`config.mk`:
```
export PLATFORM = sky130hd
export DESIGN_NAME = chs_power_driver_flat
export DESIGN_NICKNAME = d
export VERILOG_FILES = /design/src/rtl/chs_power_driver_if.sv /design/src/rtl/chs_power_driver.sv /design/src/flat_wrapper.sv
export SDC_FILE = /design/constraint.sdc
export NUM_CORES = 1
export LEC_CHECK = 0
export BUFFER_PORTS_ARGS = -buffer_cell sky130_fd_sc_hd__clkbuf_2
export CAP_MARGIN = 40
export CORE_UTILIZATION = 45
export CTS_CLUSTER_SIZE = 8
export DETAILED_ROUTE_END_ITERATION = 10
export GPL_ROUTABILITY_DRIVEN = 0
export PLACE_DENSITY = 0.74
export SYNTH_ARGS = -nofsm -noshare
export SYNTH_HDL_FRONTEND = slang
export SYNTH_SLANG_ARGS = --single-unit
```
`constraint.sdc`:
```
create_clock -name clk -period 4.1 [get_ports clk]
set_input_delay 0.615 -clock clk [delete_from_list [all_inputs] [get_ports clk]]
set_output_delay 0.615 -clock clk [all_outputs]
set_load 0.005 [all_outputs]
```
`src/rtl/chs_power_driver_if.sv`:
```
// Request/status bundle between the power/mode stage, the power driver and its observers.
interface chs_power_driver_if;
  logic [3:0] chs_power;
  logic       chs_mode;
  logic       heat_pwm;
  logic       cool_pwm;
  logic [3:0] chs_level;
  logic       chs_active_mode;
  logic       chs_busy;

  modport master (
    output chs_power, chs_mode,
    input  heat_pwm, cool_pwm, chs_level, chs_active_mode, chs_busy
  );

  modport slave (
    input  chs_power, chs_mode,
    output heat_pwm, cool_pwm, chs_level, chs_active_mode, chs_busy
  );
endinterface

```
`src/rtl/chs_power_driver.sv`:
```
// Soft-start slot PWM driver for the heater/cooler pair.
// Mode reversals always pass through ramp-down and a dead band, so the two drives never overlap.
module chs_power_driver #(
  parameter int PRESCALE     = 4,
  parameter int RAMP_PERIODS = 2,
  parameter int DEAD_CYCLES  = 16
) (
  input  logic               clk,
  input  logic               rst,
  chs_power_driver_if.slave  bus
);
  localparam int PW = (PRESCALE > 1) ? $clog2(PRESCALE) : 1;
  localparam int RW = (RAMP_PERIODS > 1) ? $clog2(RAMP_PERIODS) : 1;
  localparam int DW = (DEAD_CYCLES > 1) ? $clog2(DEAD_CYCLES) : 1;
  localparam logic [PW-1:0] PRESC_LAST = PW'(PRESCALE - 1);
  localparam logic [RW-1:0] PER_LAST   = RW'(RAMP_PERIODS - 1);
  localparam logic [DW-1:0] DEAD_LAST  = DW'(DEAD_CYCLES - 1);

  typedef enum logic [1:0] {
    IDLE = 2'd0,
    RAMP = 2'd1,
    RUN  = 2'd2,
    DEAD = 2'd3
  } state_t;

  state_t          state_r, state_nx_s;
  logic [3:0]      power_q_r;
  logic            mode_q_r;
  logic [PW-1:0]   presc_r;
  logic [2:0]      slot_r;
  logic [RW-1:0]   per_r;
  logic [DW-1:0]   dead_r;
  logic [3:0]      level_r, level_nx_s, step_lvl_s;
  logic            active_r, active_nx_s;
  logic            heat_r, cool_r, busy_r;
  logic [3:0]      target_s;
  logic            pb_s, sb_s, differ_s, dead_done_s, pwm_raw_s;

  assign target_s    = (power_q_r > 4'd8) ? 4'd8 : power_q_r;
  assign pb_s        = (slot_r == 3'd7) && (presc_r == PRESC_LAST);
  assign sb_s        = pb_s && (per_r == PER_LAST);
  assign differ_s    = (mode_q_r != active_r);
  assign dead_done_s = (dead_r == DEAD_LAST);
  assign pwm_raw_s   = ({1'b0, slot_r} < level_r);

  // Input sampling stage
  always_ff @(posedge clk or posedge rst) begin
    if (rst) begin
      power_q_r <= 4'd0;
      mode_q_r  <= 1'b0;
    end else begin
      power_q_r <= bus.chs_power;
      mode_q_r  <= bus.chs_mode;
    end
  end

  // Free-running prescale / slot / period timebase
  always_ff @(posedge clk or posedge rst) begin
    if (rst) begin
      presc_r <= '0;
      slot_r  <= 3'd0;
      per_r   <= '0;
    end else begin
      if (presc_r == PRESC_LAST) begin
        presc_r <= '0;
        slot_r  <= slot_r + 3'd1;
      end else begin
        presc_r <= presc_r + PW'(1);
      end
      if (pb_s) begin
        per_r <= (per_r == PER_LAST) ? '0 : per_r + RW'(1);
      end
    end
  end

  // Next-state, level and applied-mode decisions
  always_comb begin
    state_nx_s  = state_r;
    level_nx_s  = level_r;
    active_nx_s = active_r;
    if (level_r < target_s) begin
      step_lvl_s = level_r + 4'd1;
    end else if (level_r > target_s) begin
      step_lvl_s = level_r - 4'd1;
    end else begin
      step_lvl_s = level_r;
    end
    case (state_r)
      IDLE: begin
        if (target_s != 4'd0) begin
          state_nx_s = differ_s ? DEAD : RAMP;
        end else begin
          state_nx_s = IDLE;
        end
      end
      RAMP: begin
        // A pending reversal drains the level before anything else is considered
        if (differ_s) begin
          if (level_r == 4'd0) begin
            state_nx_s = DEAD;
          end else if (sb_s) begin
            level_nx_s = level_r - 4'd1;
            state_nx_s = (level_r == 4'd1) ? DEAD : RAMP;
          end else begin
            state_nx_s = RAMP;
          end
        end else if (sb_s) begin
          level_nx_s = step_lvl_s;
          if (step_lvl_s == target_s) begin
            state_nx_s = (target_s == 4'd0) ? IDLE : RUN;
          end else begin
            state_nx_s = RAMP;
          end
        end else begin
          state_nx_s = RAMP;
        end
      end
      RUN: begin
        if (differ_s || (target_s != level_r)) begin
          state_nx_s = RAMP;
        end else begin
          state_nx_s = RUN;
        end
      end
      DEAD: begin
        if (dead_done_s) begin
          active_nx_s = mode_q_r;
          state_nx_s  = (target_s != 4'd0) ? RAMP : IDLE;
        end else begin
          state_nx_s = DEAD;
        end
      end
      default: begin
        state_nx_s = IDLE;
        level_nx_s = 4'd0;
      end
    endcase
  end

  // State, level, dead-band counter and registered drive outputs
  always_ff @(posedge clk or posedge rst) begin
    if (rst) begin
      state_r  <= IDLE;
      level_r  <= 4'd0;
      active_r <= 1'b0;
      dead_r   <= '0;
      heat_r   <= 1'b0;
      cool_r   <= 1'b0;
      busy_r   <= 1'b0;
    end else begin
      state_r  <= state_nx_s;
      level_r  <= level_nx_s;
      active_r <= active_nx_s;
      dead_r   <= ((state_r == DEAD) && !dead_done_s) ? dead_r + DW'(1) : '0;
      heat_r   <= pwm_raw_s & active_r & (state_r != DEAD);
      cool_r   <= pwm_raw_s & ~active_r & (state_r != DEAD);
      busy_r   <= (state_nx_s == RAMP) || (state_nx_s == DEAD);
    end
  end

  assign bus.heat_pwm        = heat_r;
  assign bus.cool_pwm        = cool_r;
  assign bus.chs_level       = level_r;
  assign bus.chs_active_mode = active_r;
  assign bus.chs_busy        = busy_r;
endmodule

```
`src/flat_wrapper.sv`:
```
// flat-port wrapper written by rule: the top's interface ports become plain ports
module chs_power_driver_flat 
#(
  parameter int PRESCALE     = 4,
  parameter int RAMP_PERIODS = 2,
  parameter int DEAD_CYCLES  = 16
)
  (clk, rst, bus_chs_power, bus_chs_mode, bus_heat_pwm, bus_cool_pwm, bus_chs_level, bus_chs_active_mode, bus_chs_busy);
  chs_power_driver_if bus_i ();
  input  logic clk;
  input  logic rst;
  input wire logic [$bits(bus_i.chs_power)-1:0] bus_chs_power;
  input wire logic [$bits(bus_i.chs_mode)-1:0] bus_chs_mode;
  output wire logic [$bits(bus_i.heat_pwm)-1:0] bus_heat_pwm;
  output wire logic [$bits(bus_i.cool_pwm)-1:0] bus_cool_pwm;
  output wire logic [$bits(bus_i.chs_level)-1:0] bus_chs_level;
  output wire logic [$bits(bus_i.chs_active_mode)-1:0] bus_chs_active_mode;
  output wire logic [$bits(bus_i.chs_busy)-1:0] bus_chs_busy;
  assign bus_i.chs_power = bus_chs_power;
  assign bus_i.chs_mode = bus_chs_mode;
  assign bus_heat_pwm = bus_i.heat_pwm;
  assign bus_cool_pwm = bus_i.cool_pwm;
  assign bus_chs_level = bus_i.chs_level;
  assign bus_chs_active_mode = bus_i.chs_active_mode;
  assign bus_chs_busy = bus_i.chs_busy;
  chs_power_driver #(.PRESCALE(PRESCALE), .RAMP_PERIODS(RAMP_PERIODS), .DEAD_CYCLES(DEAD_CYCLES)) u_core (.clk(clk), .rst(rst), .bus(bus_i));
endmodule
```
=== Word level (Yosys, flattened, before mapping) ===
Cells that the tools add are included.
Widths: inputs -> output; s select.

* Register bits: 25
* Input bits: 7
* Output and inout port bits: 8

* $add $sub $neg: 6
* Magnitude comparators: 4
* Equality and inequality tests: 14
* Muxes and demuxes: 23
* Bitwise operators: 5
* Reductions and logical operators: 12

{| class="wikitable"
|+ Operators by type and width
! cell !! number
|-
| $mux 4 || 8
|-
| $mux 2 || 12
|-
| $add 4x1->4 const B || 2
|-
| $eq 2x2->1 const B || 4
|-
| $logic_not 4->1 || 2
|-
| $pmux 2 s4 || 1
|-
| $and 1x1->1 || 4
|-
| $eq 2x1->1 const B || 2
|-
| $eq 4x1->1 const B || 1
|-
| $eq 4x4->1 || 1
|-
| $eq 4x4->1 const B || 1
|-
| $gt 4x4->1 || 1
|-
| $gt 4x4->1 const B || 1
|-
| $lt 3x4->1 || 1
|-
| $lt 4x4->1 || 1
|-
| $ne 2x2->1 const B || 2
|-
| $ne 4x4->1 || 1
|-
| $reduce_bool 4->1 || 1
|-
| $sub 4x1->4 const B || 1
|-
| $add 3x1->3 const B || 1
|-
| $eq 3x3->1 const B || 1
|-
| $logic_and 1x1->1 || 3
|-
| $reduce_and 3->1 || 1
|-
| $add 2x1->2 const B || 1
|-
| other kinds (8) || 10
|}

=== Depth between registers and ports, before layout ===
Gate-level depths: netlist (run 1).

* Depth after elaboration: 12
* Mapped depth: 10

=== Worst setup path before layout (run 1) ===
OpenSTA, ideal clock, no wires.

* Path type: reg-to-reg
* Start: reg u_core.power_q_r[3]
* End: reg u_core.busy_r, in the netlist u_core.bus.chs_busy
* Data arrival time: 2.205 ns
* Required time: 3.976 ns
* Setup slack: 1.771 ns
* Cell stages (with the launch flop): 10
* Buffers on the path: 1
* Clock period less this slack: 2.329 ns
* Cells stage by stage: dfrtp_1 -> nand2b_1 -> ha_1 -> and4_1 -> clkbuf_1 -> nand2_1 -> a311oi_1 -> a2111oi_4 -> nand4_2 -> o31a_1

* Longest elaborated chain between the ends: 12
* Elaborated cells between the ends (all ways): 23
* Classes of those cells: order compare: 3; eq/ne: 4; mux: 12; reduce/logical: 4

{| class="wikitable"
|+ RTL lines
! element !! RTL line !! source
|-
| start: declaration || chs_power_driver.sv:27 || <nowiki>logic [3:0] power_q_r;</nowiki>
|-
| start signal: assignment || chs_power_driver.sv:52 || <nowiki>power_q_r <= bus.chs_power;</nowiki>
|-
| $gt 4x4->1 || chs_power_driver.sv:39 || <nowiki>assign target_s = (power_q_r > 4'd8) ? 4'd8 : power_q_r;</nowiki>
|-
| $mux 4 (*) || chs_power_driver.sv:39 ||
|-
| $gt 4x4->1 || chs_power_driver.sv:83 || <nowiki>end else if (level_r > target_s) begin</nowiki>
|-
| $mux 4 || chs_power_driver.sv:83 ||
|-
| $mux 4 || chs_power_driver.sv:81 || <nowiki>if (level_r < target_s) begin</nowiki>
|-
| $eq 4x4->1 || chs_power_driver.sv:109 || <nowiki>if (step_lvl_s == target_s) begin</nowiki>
|-
| $mux 2 || chs_power_driver.sv:109 ||
|-
| $mux 2 || chs_power_driver.sv:107 || <nowiki>end else if (sb_s) begin</nowiki>
|-
| $mux 2 || chs_power_driver.sv:98 || <nowiki>if (differ_s) begin</nowiki>
|-
| $pmux 2 s4 (*) || chs_power_driver.sv:88 || <nowiki>case (state_r)</nowiki>
|-
| $eq 2x1->1 / $eq 2x2->1 (equally long branches) || chs_power_driver.sv:157 || <nowiki>busy_r <= (state_nx_s == RAMP) || (state_nx_s == DEAD);</nowiki>
|-
| $logic_or 1x1->1 (*) || chs_power_driver.sv:157 ||
|-
| end signal: assignment || chs_power_driver.sv:157 ||
|-
| end: declaration || chs_power_driver.sv:35 || <nowiki>logic heat_r, cool_r, busy_r;</nowiki>
|}

Every way passes the cells marked *; elsewhere a longest branch is shown, timed or not.
A chain may end at the register's enable or synchronous reset.

=== Worst setup path after layout (run 1) ===
* Start: reg u_core.power_q_r[3]
* End: reg u_core.state_r[0]

* Longest elaborated chain between the ends: 10
* Elaborated cells between the ends (all ways): 18
* Classes of those cells: order compare: 3; eq/ne: 2; mux: 11; reduce/logical: 2

{| class="wikitable"
|+ RTL lines
! element !! RTL line !! source
|-
| $gt 4x4->1 || chs_power_driver.sv:39 ||
|-
| $mux 4 (*) || chs_power_driver.sv:39 ||
|-
| $gt 4x4->1 || chs_power_driver.sv:83 ||
|-
| $mux 4 || chs_power_driver.sv:83 ||
|-
| $mux 4 || chs_power_driver.sv:81 ||
|-
| $eq 4x4->1 || chs_power_driver.sv:109 ||
|-
| $mux 2 || chs_power_driver.sv:109 ||
|-
| $mux 2 || chs_power_driver.sv:107 ||
|-
| $mux 2 || chs_power_driver.sv:98 ||
|-
| $pmux 2 s4 (*) || chs_power_driver.sv:88 ||
|-
| net u_core.state_nx_s[0] || chs_power_driver.sv:26 || <nowiki>state_t state_r, state_nx_s;</nowiki>
|-
| end signal: assignment || chs_power_driver.sv:151 || <nowiki>state_r <= state_nx_s;</nowiki>
|-
| end: declaration || chs_power_driver.sv:26 ||
|}

Mark *: on every way through the listed nets, which the timed path passes. The rest lies on a longest branch.

==> impl_results.md, run 1 <==
- Post-route fraction of the period consumed by the critical path: 0.619
- PnR Total Power: 565 uW
- P_int: 378 uW
- Total Wirelength: 3130 um
- Setup skew after layout: 0.0125 ns
- Sequential-to-total area share from yosys stat: 0.405
- Total power divided by cell area: 334 nW/um^2
- Top cell type by total area after synthesis: sky130_fd_sc_hd__dfrtp_1
- Relative contribution of the clock network to total power: 0.194
- Critical path class: reg -> reg
- Switching fraction of total power: 0.331
- Count of boundary I/O pins: 15
- Leakage power total: 0.000752 uW
- Floorplan die height: 60.6 um
- CTS Root Buffer Type: sky130_fd_sc_hd__clkbuf_4
- Most common cell after layout, fill and taps aside: sky130_fd_sc_hd__dfrtp_1
- Sort of element at the end of the critical path: register
- Number of storage elements in the synthesis netlist: 25
- Layout overhead on the synthesized area: 9.55%
- Worst Tran Pin Value: 0.842 ns
- Cell types occupying the most area after synthesis: sky130_fd_sc_hd__dfrtp_1, sky130_fd_sc_hd__ha_1, sky130_fd_sc_hd__xnor2_1
- Die X-Extent: 60.6 um
- Unique masters post-synth: 42
- Worst IR drop on VDD: 179 uV
- Pre-CTS setup slack: 1.59 ns
- Number of nets in the synthesized netlist: 176
- Clock latency on the worst-skew pair: 0.33 ns
- Top achievable clock speed: 394 MHz
- Crit path required time: 4.33 ns
- Number of hold violations in the final report: 0
- Final-report setup violation count: 0
- Wire length of the first global-routing pass: 5150 um
- Floorplan die area: 3670 um^2
- H-Tree Depth: 1
- Kind of launch point of the worst setup path: register
- Number of cells produced by synthesis: 156
- Relative slew slack: 0.433
- CORE AREA: 3150 um^2
- Number of fillers in the final layout: 297
- Post-synth design cell area: 1550 um^2
- Share of cells above drive strength 1: 0.151
- Arrival time worst endpoint: 2.77 ns
- # diodes: 0
- Mean instance size in the synthesized netlist: 9.91 um^2
- Number of buffers inserted for hold repair after clock tree synthesis: 0
- Final routed DRC violation total: 0
- Max cap viols: 0
- Port Buf Inserts: 14
- Worst setup margin: 1.56 ns
- Number of antenna violations at the first check in global routing: 0
- Commonest cells after routing, fill and taps aside: sky130_fd_sc_hd__dfrtp_1, sky130_fd_sc_hd__nor2_1, sky130_fd_sc_hd__clkbuf_2
- Top flip-flop cell by instance count after synthesis: sky130_fd_sc_hd__dfrtp_1
- Maximum number of pins on one net before global-route repair: 16
- Post-DR wirelength/cell: 14.5 um
- Congestion Overflow GR: 0
- Number of max-slew violations in the final report: 0
- Synth async-reset ratio: 1.00
- DRC violation total after the first TritonRoute iteration: 62
- Run status: complete, no violations
- Clock sink count: 25
- Vias per cell: 5.76
- Portion of total power attributed to sequential cells: 0.547
- TritonCTS clock tree: done
- Buffers inserted by post-CTS timing repair: 0
- Total negative slack for setup checks: 0 ns
- Top-area cell type share of the netlist area: 0.405
- Clock-pin slew on the worst setup and hold paths: 0.13 ns
- All-Layer GR Usage: 0.188
- Cts repair resizes: 0
- Synth Warn #: 0
- Clock buffer count from CTS: 3
- Post-synth EDFFs: 0
- Total via count after detailed routing: 1245
- Final period demand of the worst path: 2.54 ns
- Combinational cell fraction of total power: 0.259
- Post-detailed-route count of antenna-violating nets: 0
- Fraction of the core area covered by cells at the end of the flow: 0.537
- Longest Clk Path Bufs: 2
- Switching power: 187 uW
- Initial standard-cell utilization of the core: 0.490
- # nets final: 193
- Highest net fanout along the worst path: 7
- Number of global-route vias before repair: 1156
- DP HPWL: 2460 um
- RSZ-0062 raised after global routing: no
- Cell row count: 20
- Classification of the worst-slack hold path: in -> async
- Pre-Repair DR Iteration Count: 5
==> registers in the layout, indices dropped and copies added, names as in the netlist <==
signal                      cells
u_core.per_r                    1
u_core.bus.chs_level            4
u_core.bus.chs_active_mode      1
u_core.bus.chs_busy             1
u_core.presc_r                  2
u_core.bus.cool_pwm             1
u_core.power_q_r                4
u_core.slot_r                   3
u_core.bus.heat_pwm             1
u_core.mode_q_r                 1
u_core.dead_r                   4
u_core.state_r                  2
==> cells by family after synthesis <==
kind of cell | share of synthesized area
adder cells (fa/ha/maj) | 0.105
buffers and inverters | 0.0316
AND/OR/NAND/NOR | 0.165
XOR/XNOR | 0.0680
multiplexers | 0.0348
AO/OA/AOI/OAI | 0.190
flip-flops | 0.405
==> synthesized netlist by cell type, types with 2 or more instances <==
| cell | n |
|---|---|
| sky130_fd_sc_hd__a21oi_1 | 10 |
| sky130_fd_sc_hd__a31oi_1 | 3 |
| sky130_fd_sc_hd__and4_1 | 2 |
| sky130_fd_sc_hd__clkbuf_1 | 2 |
| sky130_fd_sc_hd__dfrtp_1 | 25 |
| sky130_fd_sc_hd__ha_1 | 13 |
| sky130_fd_sc_hd__inv_1 | 8 |
| sky130_fd_sc_hd__mux2_2 | 3 |
| sky130_fd_sc_hd__mux2i_1 | 2 |
| sky130_fd_sc_hd__nand2_1 | 8 |
| sky130_fd_sc_hd__nand2b_1 | 4 |
| sky130_fd_sc_hd__nand3_1 | 8 |
| sky130_fd_sc_hd__nor2_1 | 14 |
| sky130_fd_sc_hd__nor3_1 | 4 |
| sky130_fd_sc_hd__o2111ai_1 | 2 |
| sky130_fd_sc_hd__o21ai_0 | 9 |
| sky130_fd_sc_hd__o22ai_1 | 2 |
| sky130_fd_sc_hd__o31a_1 | 2 |
| sky130_fd_sc_hd__o31ai_1 | 2 |
| sky130_fd_sc_hd__xnor2_1 | 8 |
| sky130_fd_sc_hd__xor2_1 | 4 |
==> layout make-up <==
| type | instances | area [um^2] | area share |
|---|---|---|---|
| clock buffer | 4 | 26.3 | 0.0155 |
| timing repair buffer | 15 | 85.1 | 0.0503 |
| multi-input combinational | 120 | 871 | 0.514 |
| tap | 44 | 55.1 | 0.0325 |
| sequential | 25 | 626 | 0.370 |
| inverter | 8 | 30.0 | 0.0177 |
==> power by group through the flow <==
stage | registers (uW) | clock network (uW) | logic [uW]
2_1_floorplan | 308 | 0 | 113
3_3_place_gp | 311 | 0 | 137
3_5_place_dp | 314 | 0 | 147
4_1_cts | 309 | 115 | 148
5_1_grt | 314 | 122 | 168
6_report | 309 | 109 | 146
==> per-stage QoR <==
stage	cell area (um^2)	hold slack (ns)	cells
after global placement	1650	0.415	211
final	1690	0.254	216
after global routing	1690	0.284	216
after detailed placement	1670	0.420	212
after floorplan	1550	0.403	156
after CTS	1690	0.253	216
==> layer usage <==
metal	wire length (um)	up-vias	GRT usage	share of wire
met2	1600	42	0.330	0.51
met1	1320	592	0.229	0.42
li1	-	604	-	-
met3	168	7	0.0469	0.054
met4	42	0	0.0552	0.013
met5	0	-	0	0
==> final timing paths <==
| path | from | endpoint | slack [ns] | cells after the start |
|---|---|---|---|---|
| worst max-delay path | u_core.power_q_r[3] | u_core.state_r[0] | 1.56 | 8 |
| worst min-delay path | rst | u_core.bus.chs_level[2] | 0.25 | 2 |
| worst max register to register | u_core.power_q_r[3] | u_core.state_r[0] | 1.56 | 8 |
| worst min register to register | u_core.presc_r[0] | u_core.presc_r[0] | 0.43 | 1 |
| max in group asynchronous | rst | u_core.presc_r[1] | 3.40 | 3 |
| min in group clk | bus_chs_mode | u_core.mode_q_r | 0.38 | 1 |
==> critical path, cell delays in order (launching register included) <==
cell,delay [ns]
sky130_fd_sc_hd__dfrtp_1,0.45
sky130_fd_sc_hd__nand2b_1,0.26
sky130_fd_sc_hd__ha_1,0.39
sky130_fd_sc_hd__nand4_1,0.27
sky130_fd_sc_hd__a21o_1,0.27
sky130_fd_sc_hd__and3_1,0.17
sky130_fd_sc_hd__o21ai_1,0.19
sky130_fd_sc_hd__nand4_2,0.15
sky130_fd_sc_hd__o31a_1,0.30
No activity file was read; power rests on OpenSTA's default activity.
==> run 2: changes to the inputs <==
--- a/config.mk
+++ b/config.mk
@@ -11,7 +11,7 @@
 export CTS_CLUSTER_SIZE = 8
 export DETAILED_ROUTE_END_ITERATION = 10
 export GPL_ROUTABILITY_DRIVEN = 0
-export PLACE_DENSITY = 0.74
+export PLACE_DENSITY = 0.77
 export SYNTH_ARGS = -nofsm -noshare
 export SYNTH_HDL_FRONTEND = slang
 export SYNTH_SLANG_ARGS = --single-unit
==> constraint.sdc (replaced) <==
create_clock -name clk -period 2.25 [get_ports clk]
set_input_delay 0.3375 -clock clk [delete_from_list [all_inputs] [get_ports clk]]
set_output_delay 0.3375 -clock clk [all_outputs]
set_load 0.005 [all_outputs]
==> run 2 against run 1 <==
The run now ends with setup timing left. Final cell count grew 7.9%. Maximum frequency is 8.0% higher. Non-clock buffer count rose by 17. Routed wire length rose by 20%. Largest power group unchanged. Critical path type unchanged. Critical endpoint is now u_core.bus.chs_busy. Largest cell class unchanged. Highest routed layer unchanged. Clock skew is 0.0080 ns lower.
==> impl_results.md, run 2 (same netlist as run 1, synthesis figures left out) <==
- Number of global-route vias before repair: 1355 (+17%)
- Fraction of the core area covered by cells at the end of the flow: 0.603 (+0.0659)
- Combinational cell fraction of total power: 0.289 (+0.030)
- Commonest cells after routing, fill and taps aside: sky130_fd_sc_hd__dfrtp_1, sky130_fd_sc_hd__buf_4, sky130_fd_sc_hd__nor2_1, sky130_fd_sc_hd__clkbuf_2, sky130_fd_sc_hd__ha_1
- Slowest stage cell, crit path: sky130_fd_sc_hd__dfrtp_2
- Floorplan die area: 3670 um^2 (unchanged)
- Most common cell after layout, fill and taps aside: sky130_fd_sc_hd__dfrtp_1
- CTS Root Buffer Type: sky130_fd_sc_hd__clkbuf_4
- Clock sink count: 25 (unchanged)
- PnR Total Power: 1070 uW (+90%)
- # nets final: 210 (+8.8%)
- Relative slew slack: 0.545 (+0.111)
- Final period demand of the worst path: 2.35 ns (-0.189 ns)
- Floorplan die height: 60.6 um (unchanged)
- Sort of element at the end of the critical path: register
- Share of cells above drive strength 1: 0.328 (+0.177)
- Initial standard-cell utilization of the core: 0.490 (unchanged)
- Switching fraction of total power: 0.343 (+0.0119)
- Congestion Overflow GR: 0 (unchanged)
- Kind of launch point of the worst setup path: register
- Portion of total power attributed to sequential cells: 0.528 (-0.019)
- Pre-Repair DR Iteration Count: 4 (-1)
- Vias per cell: 5.90 (+2.3%)
- Total power divided by cell area: 565 nW/um^2 (+70%)
- Total Wirelength: 3750 um (+20%)
- TritonCTS clock tree: done
- Critical path class: reg -> reg
- Number of antenna violations at the first check in global routing: 0 (unchanged)
- DRC violation total after the first TritonRoute iteration: 74 (+19%)
- Final routed DRC violation total: 0 (unchanged)
- Number of standard cells in the final layout excluding fillers: 233 (+7.9%)
- Total via count after detailed routing: 1374 (+10%)
- Final standard cell area without fillers: 1900 um^2 (+12%)
- Classification of the worst-slack hold path: in -> async
- Count of placed standard cells including taps: 225 (+6.1%)
- Cell row count: 20 (unchanged)
- Switching power: 369 uW (+97%)
- Post-route fraction of the period consumed by the critical path: 1.04 (+0.425)
- Highest net fanout along the worst path: 6 (-1)
- Wire length of the first global-routing pass: 6000 um (+16%)
- Post-detailed-route count of antenna-violating nets: 0 (unchanged)
- All-Layer GR Usage: 0.221 (+0.0328)
- H-Tree Depth: 1 (unchanged)
- Layout overhead on the synthesized area: 23.0%
- Clock buffer count from CTS: 3 (unchanged)
- Port Buf Inserts: 14 (unchanged)
- CORE AREA: 3150 um^2 (unchanged)
- Max cap viols: 0 (unchanged)
- Top achievable clock speed: 426 MHz (+8.0%)
- Run status: complete, but fails checks
- Clock-pin slew on the worst setup and hold paths: 0.13 ns (about the same)
- Number of max-slew violations in the final report: 0 (unchanged)
- Final-report setup violation count: 3 (+3)
- Longest Clk Path Bufs: 2 (unchanged)
- Post-DR wirelength/cell: 16.1 um (+11%)
- Failing checks: setup timing
- # diodes: 0 (unchanged)
- Delay of the slowest critical-path stage: 0.47 ns (+0.02 ns)
- Count of boundary I/O pins: 15 (unchanged)
- Critical path's top delay family: simple AND/OR/NAND/NOR gates
- Relative contribution of the clock network to total power: 0.184 (-0.010)
- CP Cell Sequence: inv_2 -> nand2_2 -> ha_4 -> and2b_2 -> o211ai_2 -> and2_4 -> mux2i_2 -> nand4_2 -> o31a_1
- Clock latency on the worst-skew pair: 0.31 ns (-0.02 ns)
- P_int: 706 uW (+87%)
- Setup skew after layout: 0.00449 ns (-0.00802 ns)
- Number of buffers inserted for hold repair after clock tree synthesis: 0 (unchanged)
- Number of hold violations in the final report: 0 (unchanged)
- Crit path required time: 2.46 ns (-1.87 ns)
- Die X-Extent: 60.6 um (unchanged)
- Buffers & Inverters on Critical Path: 1 (+1)
- RSZ-0062 raised after global routing: yes
- Total negative slack for setup checks: -0.202 ns (-0.202 ns)
- Arrival time worst endpoint: 2.56 ns (-0.21 ns)
- Maximum number of pins on one net before global-route repair: 26 (+10)
- Leakage power total: 0.000836 uW (+11%)
- Worst IR drop on VDD: 222 uV (+24%)
- Worst Tran Pin Value: 0.677 ns (-0.165 ns)
- Worst setup margin: -0.0978 ns (-1.66 ns)
- DP HPWL: 2820 um (+15%)
- Placed Area: 1790 um^2 (+7.5%)
run 2: changes by cell type in the layout (fill, tap and decap cells not counted), sizes merged:
cell    delta
clkbuf     -1
clkinv     +1
buf       +17
run 2: power by group through the flow:
stage | sequential [uW] | clock [uW] | combinational [uW]
final | 567 | 197 | 310
after global routing | 577 | 240 | 344
after CTS | 567 | 210 | 302
after detailed placement | 576 | 0 | 284
after global placement | 569 | 0 | 263
after floorplan | 561 | 0 | 209
run 2: layer usage:
layer,vias up,global-route usage,share of wire
met5,-,0,0
met4,0,0.0779,0.017
met3,10,0.0576,0.064
met2,65,0.385,0.51
met1,663,0.263,0.41
li1,636,-,-
run 2: through the flow:
step           setup slack, ns  hold WS [ns]
3_3_place_gp            0.0722         0.375
6_report               -0.0978        0.0201
3_5_place_dp           -0.0773         0.390
2_1_floorplan           0.0200         0.365
5_1_grt                 -0.161        0.0239
4_1_cts                -0.0293        0.0208
run 2: final cells by class:
cell class	instances	area, um^2
Fill cell	275	1250
Multi-Input combinational cell	120	955
Sequential cell	25	628
Timing Repair Buffer	32	205
Tap cell	44	55.1
Inverter	8	30.0
Clock buffer	3	22.5
Clock inverter	1	5.00
run 2: worst register-to-register path, delay by kind of cell (launching register included):
family	cells	cell delay [ns]
flip-flops	1	0.47
AO/OA/AOI/OAI	2	0.56
adder cells (fa/ha/maj)	1	0.22
multiplexers	1	0.23
buffers and inverters	1	0.08
AND/OR/NAND/NOR	4	0.71
run 2: repair_timing:
item                       4_1_cts  5_1_grt
setup endpoints to repair        3        5
pin swaps                        9        2
resized for setup                9        4
setup buffers                    4        0
run 2: path summary, 6_finish.rpt:
check,startpoint,endpoint,slack (ns),cells after the start
max,u_core.power_q_r[3],u_core.bus.chs_busy,-0.1,9
min,rst,u_core.slot_r[2],0.02,3
max reg2reg,u_core.power_q_r[3],u_core.bus.chs_busy,-0.1,9
min reg2reg,u_core.presc_r[0],u_core.presc_r[0],0.44,1
max in group asynchronous,rst,u_core.power_q_r[3],1.97,3
min in group clk,bus_chs_mode,u_core.mode_q_r,0.12,1
